`src/rtl/sram_ahb_ctrl.sv`:
```
// AHB-Lite slave that sequences an async 16-bit SRAM through the SRAM PHY.
// It splits bus transfers into halfword access windows and recovers read data across the PHY round trip.
module sram_ahb_ctrl #(
    parameter int N_SRAM_A = 18,
    parameter int W_ADDR   = 32
) (
    input  logic                clk,
    input  logic                rst_n,
    input  logic                ahbls_hready,
    output logic                ahbls_hready_resp,
    output logic                ahbls_hresp,
    input  logic [W_ADDR-1:0]   ahbls_haddr,
    input  logic                ahbls_hwrite,
    input  logic [1:0]          ahbls_htrans,
    input  logic [2:0]          ahbls_hsize,
    input  logic [31:0]         ahbls_hwdata,
    output logic [31:0]         ahbls_hrdata,
    input  logic                ahbls_hsel,
    input  logic [3:0]          cfg_rd_wait,
    input  logic [3:0]          cfg_wr_wait,
    output logic [N_SRAM_A-1:0] ctrl_addr,
    output logic [15:0]         ctrl_dq_out,
    output logic [15:0]         ctrl_dq_oe,
    input  logic [15:0]         ctrl_dq_in,
    output logic                ctrl_ce_n,
    output logic                ctrl_we_n,
    output logic                ctrl_oe_n,
    output logic [1:0]          ctrl_byte_n
);

    typedef enum logic [2:0] {
        S_IDLE, S_WRITE, S_READ, S_READ_DRAIN, S_TURNAROUND
    } state_t;

    state_t              state_q, state_d;
    logic [N_SRAM_A-1:0] addr_q, addr_d;
    logic [3:0]          wcnt_q, wcnt_d, wait_q, wait_d;
    logic                word_q, word_d, byte_q, byte_d;
    logic                second_q, second_d, first_q, first_d;
    logic [1:0]          lane_q, lane_d;
    logic [31:0]         hwdata_q, hwdata_d;
    logic [15:0]         rd_lo_q, rd_lo_d;
    logic [1:0]          vld_pipe_q, vld_pipe_d, last_pipe_q, last_pipe_d;

    logic        accept, win_end, last_win, rd_done, start;
    logic [31:0] wsrc;
    logic [7:0]  wbyte, rbyte;

    logic unused_bits;
    assign unused_bits = ^{ahbls_haddr[W_ADDR-1:N_SRAM_A+1], ahbls_hsize[2], ahbls_htrans[0]};

    assign accept   = ahbls_hsel & ahbls_htrans[1] & ahbls_hready;
    assign win_end  = (wcnt_q == 4'd0);
    assign last_win = !word_q || second_q;
    // vld_pipe_q[1] marks the cycle the PHY returns data for a read window that ended two cycles ago
    assign rd_done  = (state_q == S_READ_DRAIN) && vld_pipe_q[1] && last_pipe_q[1];

    always_comb begin
        state_d     = state_q;
        addr_d      = addr_q;
        wcnt_d      = wcnt_q;
        wait_d      = wait_q;
        word_d      = word_q;
        byte_d      = byte_q;
        second_d    = second_q;
        first_d     = 1'b0;
        lane_d      = lane_q;
        hwdata_d    = hwdata_q;
        rd_lo_d     = rd_lo_q;
        vld_pipe_d  = {vld_pipe_q[0], (state_q == S_READ) && win_end};
        last_pipe_d = {last_pipe_q[0], last_win};
        start       = 1'b0;

        if (state_q == S_WRITE && first_q)
            hwdata_d = ahbls_hwdata;
        if (vld_pipe_q[1] && !last_pipe_q[1])
            rd_lo_d = ctrl_dq_in;

        case (state_q)
            S_IDLE: start = accept;
            S_WRITE, S_READ: begin
                if (!win_end) begin
                    wcnt_d = wcnt_q - 4'd1;
                end else if (!last_win) begin
                    second_d = 1'b1;
                    wcnt_d   = wait_q;
                    addr_d   = addr_q + {{(N_SRAM_A-1){1'b0}}, 1'b1};
                end else if (state_q == S_READ) begin
                    state_d = S_READ_DRAIN;
                end else begin
                    start = accept;
                    if (!accept) state_d = S_IDLE;
                end
            end
            S_READ_DRAIN: begin
                if (rd_done) begin
                    start = accept;
                    if (!accept) state_d = S_IDLE;
                end
            end
            S_TURNAROUND: state_d = S_READ;
            default: state_d = S_IDLE;
        endcase

        if (start) begin
            addr_d   = {ahbls_haddr[N_SRAM_A:2], ahbls_haddr[1] & ~ahbls_hsize[1]};
            word_d   = ahbls_hsize[1];
            byte_d   = ~ahbls_hsize[1] & ~ahbls_hsize[0];
            lane_d   = ahbls_haddr[1:0];
            second_d = 1'b0;
            first_d  = 1'b1;
            if (ahbls_hwrite) begin
                state_d = S_WRITE;
                wait_d  = cfg_wr_wait;
                wcnt_d  = cfg_wr_wait;
            end else begin
                // SRAM needs a dead cycle between driving dq and enabling its outputs
                state_d = (state_q == S_WRITE) ? S_TURNAROUND : S_READ;
                wait_d  = cfg_rd_wait;
                wcnt_d  = cfg_rd_wait;
            end
        end
    end

    always_ff @(posedge clk or negedge rst_n) begin
        if (!rst_n) begin
            state_q     <= S_IDLE;
            addr_q      <= '0;
            wcnt_q      <= '0;
            wait_q      <= '0;
            word_q      <= 1'b0;
            byte_q      <= 1'b0;
            second_q    <= 1'b0;
            first_q     <= 1'b0;
            lane_q      <= '0;
            hwdata_q    <= '0;
            rd_lo_q     <= '0;
            vld_pipe_q  <= '0;
            last_pipe_q <= '0;
        end else begin
            state_q     <= state_d;
            addr_q      <= addr_d;
            wcnt_q      <= wcnt_d;
            wait_q      <= wait_d;
            word_q      <= word_d;
            byte_q      <= byte_d;
            second_q    <= second_d;
            first_q     <= first_d;
            lane_q      <= lane_d;
            hwdata_q    <= hwdata_d;
            rd_lo_q     <= rd_lo_d;
            vld_pipe_q  <= vld_pipe_d;
            last_pipe_q <= last_pipe_d;
        end
    end

    always_comb begin
        wsrc  = first_q ? ahbls_hwdata : hwdata_q;
        wbyte = wsrc[{lane_q, 3'b000} +: 8];
        rbyte = lane_q[0] ? ctrl_dq_in[15:8] : ctrl_dq_in[7:0];

        ctrl_addr   = addr_q;
        ctrl_ce_n   = !(state_q == S_WRITE || state_q == S_READ);
        ctrl_we_n   = (state_q != S_WRITE);
        ctrl_oe_n   = (state_q != S_READ);
        ctrl_dq_oe  = (state_q == S_WRITE) ? 16'hffff : 16'h0000;
        ctrl_byte_n = 2'b11;
        if (!ctrl_ce_n)
            ctrl_byte_n = byte_q ? (lane_q[0] ? 2'b01 : 2'b10) : 2'b00;

        ctrl_dq_out = 16'h0000;
        if (state_q == S_WRITE) begin
            if (word_q)
                ctrl_dq_out = second_q ? wsrc[31:16] : wsrc[15:0];
            else if (byte_q)
                ctrl_dq_out = {wbyte, wbyte};
            else
                ctrl_dq_out = lane_q[1] ? wsrc[31:16] : wsrc[15:0];
        end

        ahbls_hresp       = 1'b0;
        ahbls_hready_resp = 1'b0;
        case (state_q)
            S_IDLE:       ahbls_hready_resp = 1'b1;
            S_WRITE:      ahbls_hready_resp = win_end && last_win;
            S_READ_DRAIN: ahbls_hready_resp = rd_done;
            default:      ahbls_hready_resp = 1'b0;
        endcase

        ahbls_hrdata = 32'h0;
        if (rd_done) begin
            if (word_q)
                ahbls_hrdata = {ctrl_dq_in, rd_lo_q};
            else if (byte_q)
                ahbls_hrdata = {4{rbyte}};
            else
                ahbls_hrdata = {2{ctrl_dq_in}};
        end
    end

endmodule
```
`config.mk`:
```
export PLATFORM = sky130hd
export DESIGN_NAME = sram_ahb_ctrl
export DESIGN_NICKNAME = d
export VERILOG_FILES = /design/src/rtl/sram_ahb_ctrl.sv
export SDC_FILE = /design/constraint.sdc
export NUM_CORES = 1
export LEC_CHECK = 0
export ABC_AREA = 1
export CORE_MARGIN = 2
export CORE_UTILIZATION = 30
export DETAILED_ROUTE_END_ITERATION = 10
export PLACE_DENSITY = 0.56
export SYNTH_ARGS = -nofsm -noshare
export SYNTH_HDL_FRONTEND = slang
export SYNTH_SLANG_ARGS = --single-unit
export TNS_END_PERCENT = 10
```
`constraint.sdc`:
```
create_clock -name clk -period 2.8 [get_ports clk]
set_input_delay 0.42 -clock clk [delete_from_list [all_inputs] [get_ports clk]]
set_output_delay 0.42 -clock clk [all_outputs]
set_load 0.02 [all_outputs]
```
==> results_dict.tcl <==
set metrics [dict create \
    cp-start-kind "flop" \
    synth.cell_area_mm2 0.006010 \
    post-route-cell-area_mm2 0.008214 \
    clk_root_buffer_cell "clkbuf_16" \
    routed-via-count 6005 \
    tritoncts "built" \
    post_drt_wl_per_cell_um 13.89 \
    stdcell_count 1302 \
    crit_required_ns 2.38 \
    worstPathCellList "buf_12 -> or2_2 -> o21ai_0 -> nand2_1 -> nand2_1 -> nand2_1 -> nand3_1 -> a21oi_1 -> dlygate4sd2_1" \
    die_y_um 145.5 \
    pre_cts_ws_ns -0.01999 \
    clock_slew_at_the_register_clock_pins_of_the_worst_setup_and_hold_paths_ns 0.06 \
    die-width_um 145.5 \
    num-fill-cells 2062 \
    maxClockFrequency_ghz 0.3878 \
    wirelength_mm 18.09 \
    grt-ovfl-total 0 \
    io_buffers 170 \
    ys_seq_elements 87 \
    clock_path_buffers 2 \
    instance_count_of_the_mapped_netlist 893 \
    fp.dieArea_mm2 0.02118 \
    global_route_wire_length_before_repair_mm 29.81 \
    area_delta_synth_final_pct 36.69 \
    dr.first_iter.drc_count 272 \
    mappedNetlistNets 993 \
    placedCellCount 1287 \
    postLayoutSetupSlackWorst_ns 0.2212 \
    path_buf_inv 2 \
    ys_top_cells_by_area "dfrtp_1 (36%), nand2_1 (18%), o21ai_0 (9.2%)" \
    globalRouteTotalUtil 0.1708 \
    power_leakage_nw 4.416 \
    row_count 51 \
    synth_edf_count 0 \
    clk_latency_ns 0.34 \
    fin_worst_hold_slack_ns 0.1098 \
    slew_viol_final 0 \
    initial_core_util 0.3068 \
    fin_crit_sh 0.9210 \
    pwr_density_cell_mw_per_mm2 956.6 \
    worst_clock_skew_ns 0.006929 \
    post_cts_hold_buffer_count 0 \
    rsz0062_at_grt "no" \
    synth_top_area_frac 0.3623 \
    grt_pass1_vias 5763 \
    viasPerCell 4.612 \
    criticalPathCategory "flop to output port" \
    avgSynthCellArea_um2 6.730 \
    worst_vdd_ir_mv 0.4589 \
    fp.coreArea_mm2 0.01959 \
    cpLargestDelayFamily "simple AND/OR/NAND/NOR gates" \
    cts-htree-levels 3 \
    postSynth.topFlopCell "dfrtp_1" \
    yosys_warnings 0 \
    hpwl_mm 12.83 \
    drt-pass1-iter-count 7 \
    critPathArrivalTime_ns 2.16 \
    finalWorstPathRequiredPeriod_ns 2.579 \
    synthArstFlopShare 1.000 \
    worstHoldPathType "input port to async pin" \
    antenna-diode-count 0 \
    cp-end-kind "output port" \
    slew_headroom 0.4128 \
    top_level_ports 187 \
    outcome "completed" \
    total_number_of_clock_tree_sinks 87 \
    synthMostInstantiatedCell "nand2_1" \
    setup_viol 0 \
    finish.net_count 1135 \
    number_of_hold_violations_in_the_final_report 0 \
    fraction_of_layout_cells_with_a_size_suffix_above_1 0.07232 \
    cap_viol_max_count 0 \
    cp_slowest_stage_delay_ns 0.42 \
    grt_start_max_net_pins 88 \
    dpl_cell_area_mm2 0.007849 \
    path_max_fanout 46 \
    yosysTopAreaCell "dfrtp_1" \
    final_weighted_congestion_in_routability_driven_placement 0.8501 \
    initial_antenna_violation_count 0 \
    yosys.cell_types.count 38 \
    worst_slew_pin_slew_ns 0.8786 \
    drcViolationCount 0 \
    synth-seq-area-share 0.3623 \
    drtAntennaViolNets 0 \
    totalPowerFinal_mw 7.858 \
    path_common_cell "nand2_1" \
    timing.critical_path.slowest_stage_cell "dfrtp_1" \
    cts_buffers 9 \
    synth.cells.most_frequent "nand2_1 (291), o21ai_0 (111), dfrtp_1 (87)" \
]
[layout make-up]
class	instances	area, um2	area share
sequential	87	2178	0.2652
timing repair buffer	189	1943	0.2366
tap	265	331.6	0.04037
clock inverter	2	35.03	0.004265
multi-input combinational	655	3132	0.3813
clock buffer	11	232.7	0.02833
inverter	93	361.6	0.04402
[per-stage QoR]
stage,setup TNS (ns),utilization
4_1_cts,0,0.4150
2_1_floorplan,0,-
6_report,0,0.4193
3_3_place_gp,-0.002236,0.4007
5_1_grt,0,0.4193
3_5_place_dp,-0.01999,0.4007
[logic make-up (layout without fill, tap and decap cells)]
kind of cell / Yosys count / after routing / synth area share
xor+xnor: 4 / 4 / 0.005829
other cells: 1 / 1 / 0.0006240
flops: 87 / 87 / 0.3623
mux: 23 / 23 / 0.04310
buf+inv: 151 / 295 / 0.1166
compound gates: 161 / 161 / 0.1357
fa+ha+maj: 2 / 2 / 0.004163
simple gates: 464 / 464 / 0.3317
[worst reg2reg max path, cell delays in order (launching register included)]
cell and delay (ns):
dfrtp_1 0.38, inv_1 0.10, ha_1 0.24, nand2_1 0.15, nor2_1 0.18, nand2_2 0.09
nand3_4 0.19, nand2_8 0.23, nand2_8 0.20, inv_4 0.10, nand2_1 0.08, nand3_1 0.06
[per-layer routing]
layer / up-vias / GRT usage / routed length [um]
li1: 3118 / - / -
met1: 2716 / 0.2309 / 8530
met2: 154 / 0.2813 / 8410
met3: 17 / 0.03166 / 912
met4: 0 / 0.04657 / 238
met5: - / 0 / 0
[power breakdown]
part | switching (mW) | internal, mW | total [mW]
Clock | 0.476 | 0.676 | 1.15
Combinational | 2.61 | 1.80 | 4.41
Sequential | 0.456 | 1.84 | 2.29
[state kept, by name, summed over array words and instances, names as in the netlist]
register,flops
state_q,3
last_pipe_q,2
hwdata_q,32
wait_q,4
vld_pipe_q,2
second_q,1
lane_q,2
ctrl_addr,18
byte_q,1
first_q,1
word_q,1
wcnt_q,4
rd_lo_q,16
[layout by cell type (no fill, tap or decap), drive strengths merged, types with 2 or more instances in the layout]
master,count
o211ai,2
o21ai,118
clkbuf,11
dlygate4sd2,15
a21oi,38
xnor2,4
and2,3
dlymetal6s2s,33
clkinv,4
inv,89
buf,20
nand2,297
o22ai,2
nand4,5
dfrtp,87
nor3,3
clkdlybuf4s50,121
mux2,23
or2,4
nor2,78
nand3b,9
ha,2
nand3,65
[worst paths after layout]
| kind | from | end | slack (ns) | depth (start not counted) |
|---|---|---|---|---|
| worst min-delay path | rst_n | hwdata_q[25] | 0.11 | 2 |
| min in group clk | last_pipe_q[0] | last_pipe_q[1] | 0.34 | 0 |
| worst max-delay path | first_q | ctrl_dq_out[2] | 0.22 | 9 |
| worst max register to register | wcnt_q[0] | ctrl_addr[6] | 0.69 | 11 |
| worst min register to register | last_pipe_q[0] | last_pipe_q[1] | 0.34 | 0 |
| max in group asynchronous | rst_n | state_q[1] | 2.27 | 2 |
[repair_timing]
action	in CTS	in global routing
endpoints found under the hold margin	0	0
pin swaps	1	1
gates resized for setup	17	34
setup endpoints to repair	23	34
buffers inserted	2	0
No activity file was read; power rests on OpenSTA's default activity.
